==> src/rtl/perf_pkg.sv <==
// Shared definitions for the pipeline performance monitor: FSM state
// encoding, event channel indices and the default counter width.
package perf_pkg;

  // Measurement window controller states
  typedef enum logic [1:0] {
    IDLE = 2'd0,
    RUN  = 2'd1,
    DONE = 2'd2
  } perf_state_e;

  // Event channel assignment as wired from the hazard unit and IF/ID stage
  localparam int EVT_STALL   = 0;
  localparam int EVT_FLUSH   = 1;
  localparam int EVT_BRANCH  = 2;
  localparam int EVT_LOADUSE = 3;

  localparam int PERF_CNT_W_DEFAULT = 32;

endpackage : perf_pkg

==> src/rtl/perf_counter.sv <==
// Single performance counter with synchronous clear, increment strobe and a
// sticky overflow flag. Wraps at 2**CNT_W by default; with PERF_SATURATE_EN
// defined it saturates at all-ones and flags the first blocked increment.
// cnt_nxt_o exposes the value the counter takes at the coming edge so the
// read port can register post-update data without an extra cycle.
module perf_counter #(
  parameter int CNT_W = 32
) (
  input  logic             clk_i,
  input  logic             rst_n_i,
  input  logic             clr_i,
  input  logic             inc_i,
  output logic [CNT_W-1:0] cnt_o,
  output logic [CNT_W-1:0] cnt_nxt_o,
  output logic             ovf_o
);

  logic [CNT_W-1:0] cnt_q;
  logic [CNT_W-1:0] cnt_d;
  logic             ovf_q;
  logic             ovf_d;
  logic             at_max_s;

  assign at_max_s = (cnt_q == {CNT_W{1'b1}});

  // Next-state: clear wins, otherwise step on inc with wrap or saturation
  always_comb begin
    cnt_d = cnt_q;
    ovf_d = ovf_q;
    if (clr_i) begin
      cnt_d = {CNT_W{1'b0}};
      ovf_d = 1'b0;
    end else if (inc_i) begin
`ifdef PERF_SATURATE_EN
      if (at_max_s) begin
        cnt_d = cnt_q;
        ovf_d = 1'b1;
      end else begin
        cnt_d = cnt_q + CNT_W'(1);
        ovf_d = ovf_q;
      end
`else
      cnt_d = cnt_q + CNT_W'(1);
      if (at_max_s) begin
        ovf_d = 1'b1;
      end else begin
        ovf_d = ovf_q;
      end
`endif
    end else begin
      cnt_d = cnt_q;
      ovf_d = ovf_q;
    end
  end

  // Counter and sticky overflow registers
  always_ff @(posedge clk_i or negedge rst_n_i) begin
    if (!rst_n_i) begin
      cnt_q <= {CNT_W{1'b0}};
      ovf_q <= 1'b0;
    end else begin
      cnt_q <= cnt_d;
      ovf_q <= ovf_d;
    end
  end

  assign cnt_o     = cnt_q;
  assign cnt_nxt_o = cnt_d;
  assign ovf_o     = ovf_q;

endmodule : perf_counter

==> src/rtl/pipe_perf_monitor.sv <==
// Pipeline performance monitor: counts RUN cycles and per-channel event
// strobes over a bounded window (limit 0 = unbounded). start_i pauses and
// resumes without clearing; clear_i zeroes everything and returns to IDLE.
// Optional build macro: PERF_SATURATE_EN (saturating instead of wrapping
// counters, handled inside perf_counter).
// Read select must satisfy 2**SEL_W > NUM_EVT so the cycle counter is
// addressable at index NUM_EVT.
module pipe_perf_monitor
  import perf_pkg::*;
#(
  parameter int NUM_EVT = 4,
  parameter int CNT_W   = PERF_CNT_W_DEFAULT,
  parameter int SEL_W   = 3
) (
  input  logic               clk_i,
  input  logic               rst_n_i,
  input  logic               start_i,
  input  logic               clear_i,
  input  logic [NUM_EVT-1:0] evt_i,
  input  logic [CNT_W-1:0]   limit_i,
  input  logic [SEL_W-1:0]   rd_sel_i,
  output logic [CNT_W-1:0]   rd_data_o,
  output logic               running_o,
  output logic               done_o,
  output logic [NUM_EVT:0]   ovf_o
);

  perf_state_e      state_q;
  perf_state_e      state_d;
  logic [CNT_W-1:0] limit_q;
  logic [CNT_W-1:0] limit_d;
  logic [CNT_W-1:0] rd_data_q;
  logic [CNT_W-1:0] rd_data_d;

  // Index NUM_EVT is the cycle counter, 0..NUM_EVT-1 are event channels
  logic [CNT_W-1:0] cnt_s     [NUM_EVT+1];
  logic [CNT_W-1:0] cnt_nxt_s [NUM_EVT+1];
  logic [NUM_EVT:0] ovf_s;
  logic [NUM_EVT:0] inc_s;
  logic             count_en_s;
  logic [CNT_W-1:0] cyc_plus1_s;
  logic             win_end_s;

  // Counting happens only in RUN and never in a clearing cycle
  assign count_en_s  = (state_q == RUN) && !clear_i;
  assign cyc_plus1_s = cnt_s[NUM_EVT] + CNT_W'(1);
  // The last cycle of a bounded window is the one that makes the cycle
  // counter equal the latched limit; its increments still apply
  assign win_end_s   = (limit_q != {CNT_W{1'b0}}) && (cyc_plus1_s == limit_q);

  // Increment strobes for every counter instance
  always_comb begin
    inc_s = {count_en_s, evt_i & {NUM_EVT{count_en_s}}};
  end

  for (genvar k = 0; k <= NUM_EVT; k++) begin : g_cnt
    perf_counter #(
      .CNT_W (CNT_W)
    ) u_cnt (
      .clk_i     (clk_i),
      .rst_n_i   (rst_n_i),
      .clr_i     (clear_i),
      .inc_i     (inc_s[k]),
      .cnt_o     (cnt_s[k]),
      .cnt_nxt_o (cnt_nxt_s[k]),
      .ovf_o     (ovf_s[k])
    );
  end

  // FSM next-state and limit latch; clear has priority in every state,
  // window end has priority over a pause request in RUN
  always_comb begin
    state_d = state_q;
    limit_d = limit_q;
    if (clear_i) begin
      state_d = IDLE;
      limit_d = {CNT_W{1'b0}};
    end else begin
      case (state_q)
        IDLE: begin
          if (start_i) begin
            state_d = RUN;
            limit_d = limit_i;
          end else begin
            state_d = IDLE;
          end
        end
        RUN: begin
          if (win_end_s) begin
            state_d = DONE;
          end else if (!start_i) begin
            state_d = IDLE;
          end else begin
            state_d = RUN;
          end
        end
        DONE: begin
          state_d = DONE;
        end
        default: begin
          state_d = IDLE;
          limit_d = {CNT_W{1'b0}};
        end
      endcase
    end
  end

  // Read mux over post-update counter values; out-of-range selects read 0
  always_comb begin
    rd_data_d = {CNT_W{1'b0}};
    for (int k = 0; k <= NUM_EVT; k++) begin
      rd_data_d = (rd_sel_i == SEL_W'(k)) ? cnt_nxt_s[k] : rd_data_d;
    end
  end

  // FSM state, latched window limit and registered read data
  always_ff @(posedge clk_i or negedge rst_n_i) begin
    if (!rst_n_i) begin
      state_q   <= IDLE;
      limit_q   <= {CNT_W{1'b0}};
      rd_data_q <= {CNT_W{1'b0}};
    end else begin
      state_q   <= state_d;
      limit_q   <= limit_d;
      rd_data_q <= rd_data_d;
    end
  end

  assign rd_data_o = rd_data_q;
  assign running_o = (state_q == RUN);
  assign done_o    = (state_q == DONE);
  assign ovf_o     = ovf_s;

endmodule : pipe_perf_monitor

==> config.mk <==
export PLATFORM = sky130hd
export DESIGN_NAME = pipe_perf_monitor
export DESIGN_NICKNAME = d
export VERILOG_FILES = /design/src/rtl/perf_pkg.sv /design/src/rtl/perf_counter.sv /design/src/rtl/pipe_perf_monitor.sv
export SDC_FILE = /design/constraint.sdc
export NUM_CORES = 1
export LEC_CHECK = 0
export CAP_MARGIN = 5
export CORE_ASPECT_RATIO = 1.75
export CORE_MARGIN = 2
export CORE_UTILIZATION = 51
export CTS_BUF_LIST = sky130_fd_sc_hd__clkbuf_4 sky130_fd_sc_hd__clkbuf_8
export DETAILED_ROUTE_END_ITERATION = 16
export HOLD_SLACK_MARGIN = 0.08
export PLACE_DENSITY = 0.76
export SYNTH_ARGS = -nofsm -noshare
export SYNTH_HDL_FRONTEND = slang
export SYNTH_SLANG_ARGS = --single-unit
==> constraint.sdc <==
create_clock -name clk_i -period 6.4 [get_ports clk_i]
set_clock_uncertainty 0.2 [all_clocks]
set_input_delay 1.92 -clock clk_i [delete_from_list [all_inputs] [get_ports clk_i]]
set_output_delay 1.92 -clock clk_i [all_outputs]
set_load 0.005 [all_outputs]
==> impl_metrics.tcl <==
set metrics [dict create \
    async_flop_share_pct 100 \
    syn_inst 1309 \
    holdPathEnd "g_cnt[2].u_cnt.ovf_o" \
    die_h_um 212 \
    fmax_mhz 218 \
    avgRoutedWirePerCell_um 20.1 \
    synthDominantCellAreaShare_pct 45.9 \
    rsz0062_at_grt "false" \
    ys_seq_area_share_pct 45.9 \
    die_area_um2 26000 \
    layout_min_cycle_time_ns 4.59 \
    synthesis.area_um2 12600 \
    r2r_setup_slack_ns 2.56 \
    end_kind "flop" \
    cp_cell_sequence "clkdlybuf4s50_1 -> nand2_1 -> nor2_1 -> nand2_1 -> or2_2 -> o221ai_1 -> a221o_1" \
    first_pass_iters 5 \
    place_congestion 0.939 \
    p_leak_uw 0.00607 \
    crit_required_ns 6.69 \
    vdd_ir_drop_max_uv 130 \
    cts_buffers 35 \
    place_hpwl_um 24900 \
    finalSetupTns_ns 0 \
    power_density_nw_per_um2 216 \
    final_cell_mix "dfrtp_1 (231), nor2_1 (201), xor2_1 (102)" \
    crit_slowest_cell "clkdlybuf4s50_1" \
    ios 82 \
    layout_commonest_cell "dfrtp_1" \
    vias 10300 \
    antenna_found_initial 0 \
    totalWireLength_um 34200 \
    min_from "g_cnt[2].u_cnt.ovf_o" \
    overflow 0 \
    layout-drive-gt1-share_pct 8.28 \
    critPathBufInv 1 \
    arrival_ns 4.88 \
    path_class "in2reg" \
    grt_max_degree 113 \
    fill_cells 2051 \
    clock-root-buffer "clkbuf_8" \
    path_common_cell "nand2_1" \
    die_x_um 123 \
    grt_pass1_vias 10400 \
    synth-seq-cells 231 \
    synth_edf_count 0 \
    ys_dominant_reg_cell "dfrtp_1" \
    tightest_slew_ns 1.03 \
    finalHoldViolations 0 \
    startpoint "rd_sel_i[1]" \
    reg2reg_from "g_cnt[4].u_cnt.cnt_o[0]" \
    grtUsageTotal_pct 26.7 \
    synth_area_per_cell_um2 9.62 \
    clk_latency_ns 0.55 \
    initial_core_util_pct 51.5 \
    synthTopCellsByArea "dfrtp_1 (46%), xor2_1 (7.1%), xnor2_1 (6.1%), nor2_1 (6.0%), nand4_1 (3.0%)" \
    hold_slack_ns 0.296 \
    first_iter_violations 830 \
    cts.path.max_buffers 3 \
    post-cts-setup-buffers 0 \
    drcViolationCount 0 \
    placementRows 76 \
    synthToLayoutAreaGrowth_pct 14.1 \
    coreArea_um2 24400 \
    nNetsFinal 1416 \
    ctsResizeCount 0 \
    crit-reg2reg-capture "state_q[0]" \
    critPathMaxFanout 23 \
    synth_top_area_cell "dfrtp_1" \
    start_kind "primary input" \
    drv_cap 0 \
    synth.distinct_cells 76 \
    grt_pass1_wl_um 54000 \
    synth_nets 1361 \
    hp-class "reg2reg" \
    yosysWarnings 0 \
    report.final.slew_viol_count 0 \
    cp_slowest_stage_delay_ns 1.15 \
    htreeDepth 2 \
    worst_r2r_path_depth 8 \
    drtAntennaViolNets 0 \
    timing.final.crit_share_pct 71.8 \
    setup_viol 0 \
    ctsHoldBuffers 0 \
    cts.sinks 231 \
    critPathTopFamily "simple AND/OR/NAND/NOR gates" \
    path_clk_slew_ns 0.06 \
    hold_depth 2 \
    cts_tree "built" \
    via_per_inst 6.05 \
    relSlewSlack_pct 31.1 \
    status "finished clean" \
    io_buffers 81 \
]
cell families after synthesis:
family | share of synthesized area (%)
and+or+nand+nor | 24.6
DFF | 45.9
xor gates and xnor gates | 13.3
AOI/OAI and AO/OA | 9.43
buffers and inverters | 3.20
muxes | 2.64
adders and majority gates | 0.895
synth_stat cells (all sizes together) (30+ instances only):
library cell / n
xnor2: 88
clkbuf: 51
nor2: 202
nor3: 31
nand4: 61
nand3: 70
nor4: 37
and3: 30
nand2: 78
a22o: 41
dfrtp: 231
xor2: 102
how the worst max path moves through the flow:
stage,endpoint,slack (ns),cells after the start
2_1_floorplan,rd_data_o[30],2.18,9
3_5_place_dp,rd_data_o[16],1.36,7
6_report,rd_data_o[18],1.81,7
3_3_place_gp,rd_data_o[16],1.42,7
5_1_grt,rd_data_o[16],1.72,7
4_1_cts,running_o,1.93,3
through the flow:
stage / worst slack [ns] / instance area [µm²] / utilization (%) / cells / power [µW]
2_1_floorplan: 2.18 / 12600 / - / 1309 / 1630
3_3_place_gp: 1.42 / 13600 / 55.5 / 1639 / 1730
3_5_place_dp: 1.36 / 13600 / 55.5 / 1639 / 1740
4_1_cts: 1.93 / 14400 / 58.8 / 1701 / 3130
5_1_grt: 1.72 / 14400 / 58.8 / 1701 / 3210
6_report: 1.81 / 14400 / 58.8 / 1702 / 3110
where the power goes:
group | internal (µW) | switching [µW]
combinational | 81.7 | 132
sequential | 1480 | 19.5
clock | 805 | 590
layer usage:
layer	wire length, µm	part of all wire [%]	up-vias	track usage (%)
li1	-	-	4768	-
met1	12800	37	4997	30.1
met2	17500	51	374	46.7
met3	1680	4.9	151	3.74
met4	2280	6.7	0	16.6
met5	0	0	-	0
sequential cells by signal, indices dropped and copies added, names as in the netlist:
register / flops
g_cnt.u_cnt.cnt_o: 160
limit_q: 32
rd_data_o: 32
g_cnt.u_cnt.ovf_o: 5
state_q: 2
worst reg2reg max path, delay by kind of cell (launching register included):
family / cells / cell delay [ns]
and+or+nand+nor: 3 / 1.52
AOI/OAI and AO/OA: 3 / 1.03
DFF: 1 / 0.47
adders and majority gates: 1 / 0.31
xor gates and xnor gates: 1 / 0.20
cell type report:
class,count,area [µm²],area share (%)
clock inverter,4,70.1,0.488
multi-input combinational,986,6410,44.6
timing repair buffer,95,917,6.38
clock buffer,58,736,5.12
sequential,231,5780,40.2
inverter,15,56.3,0.392
antenna,1,2.50,0.0174
tap,312,390,2.72
(Power assumes the default switching activity.)
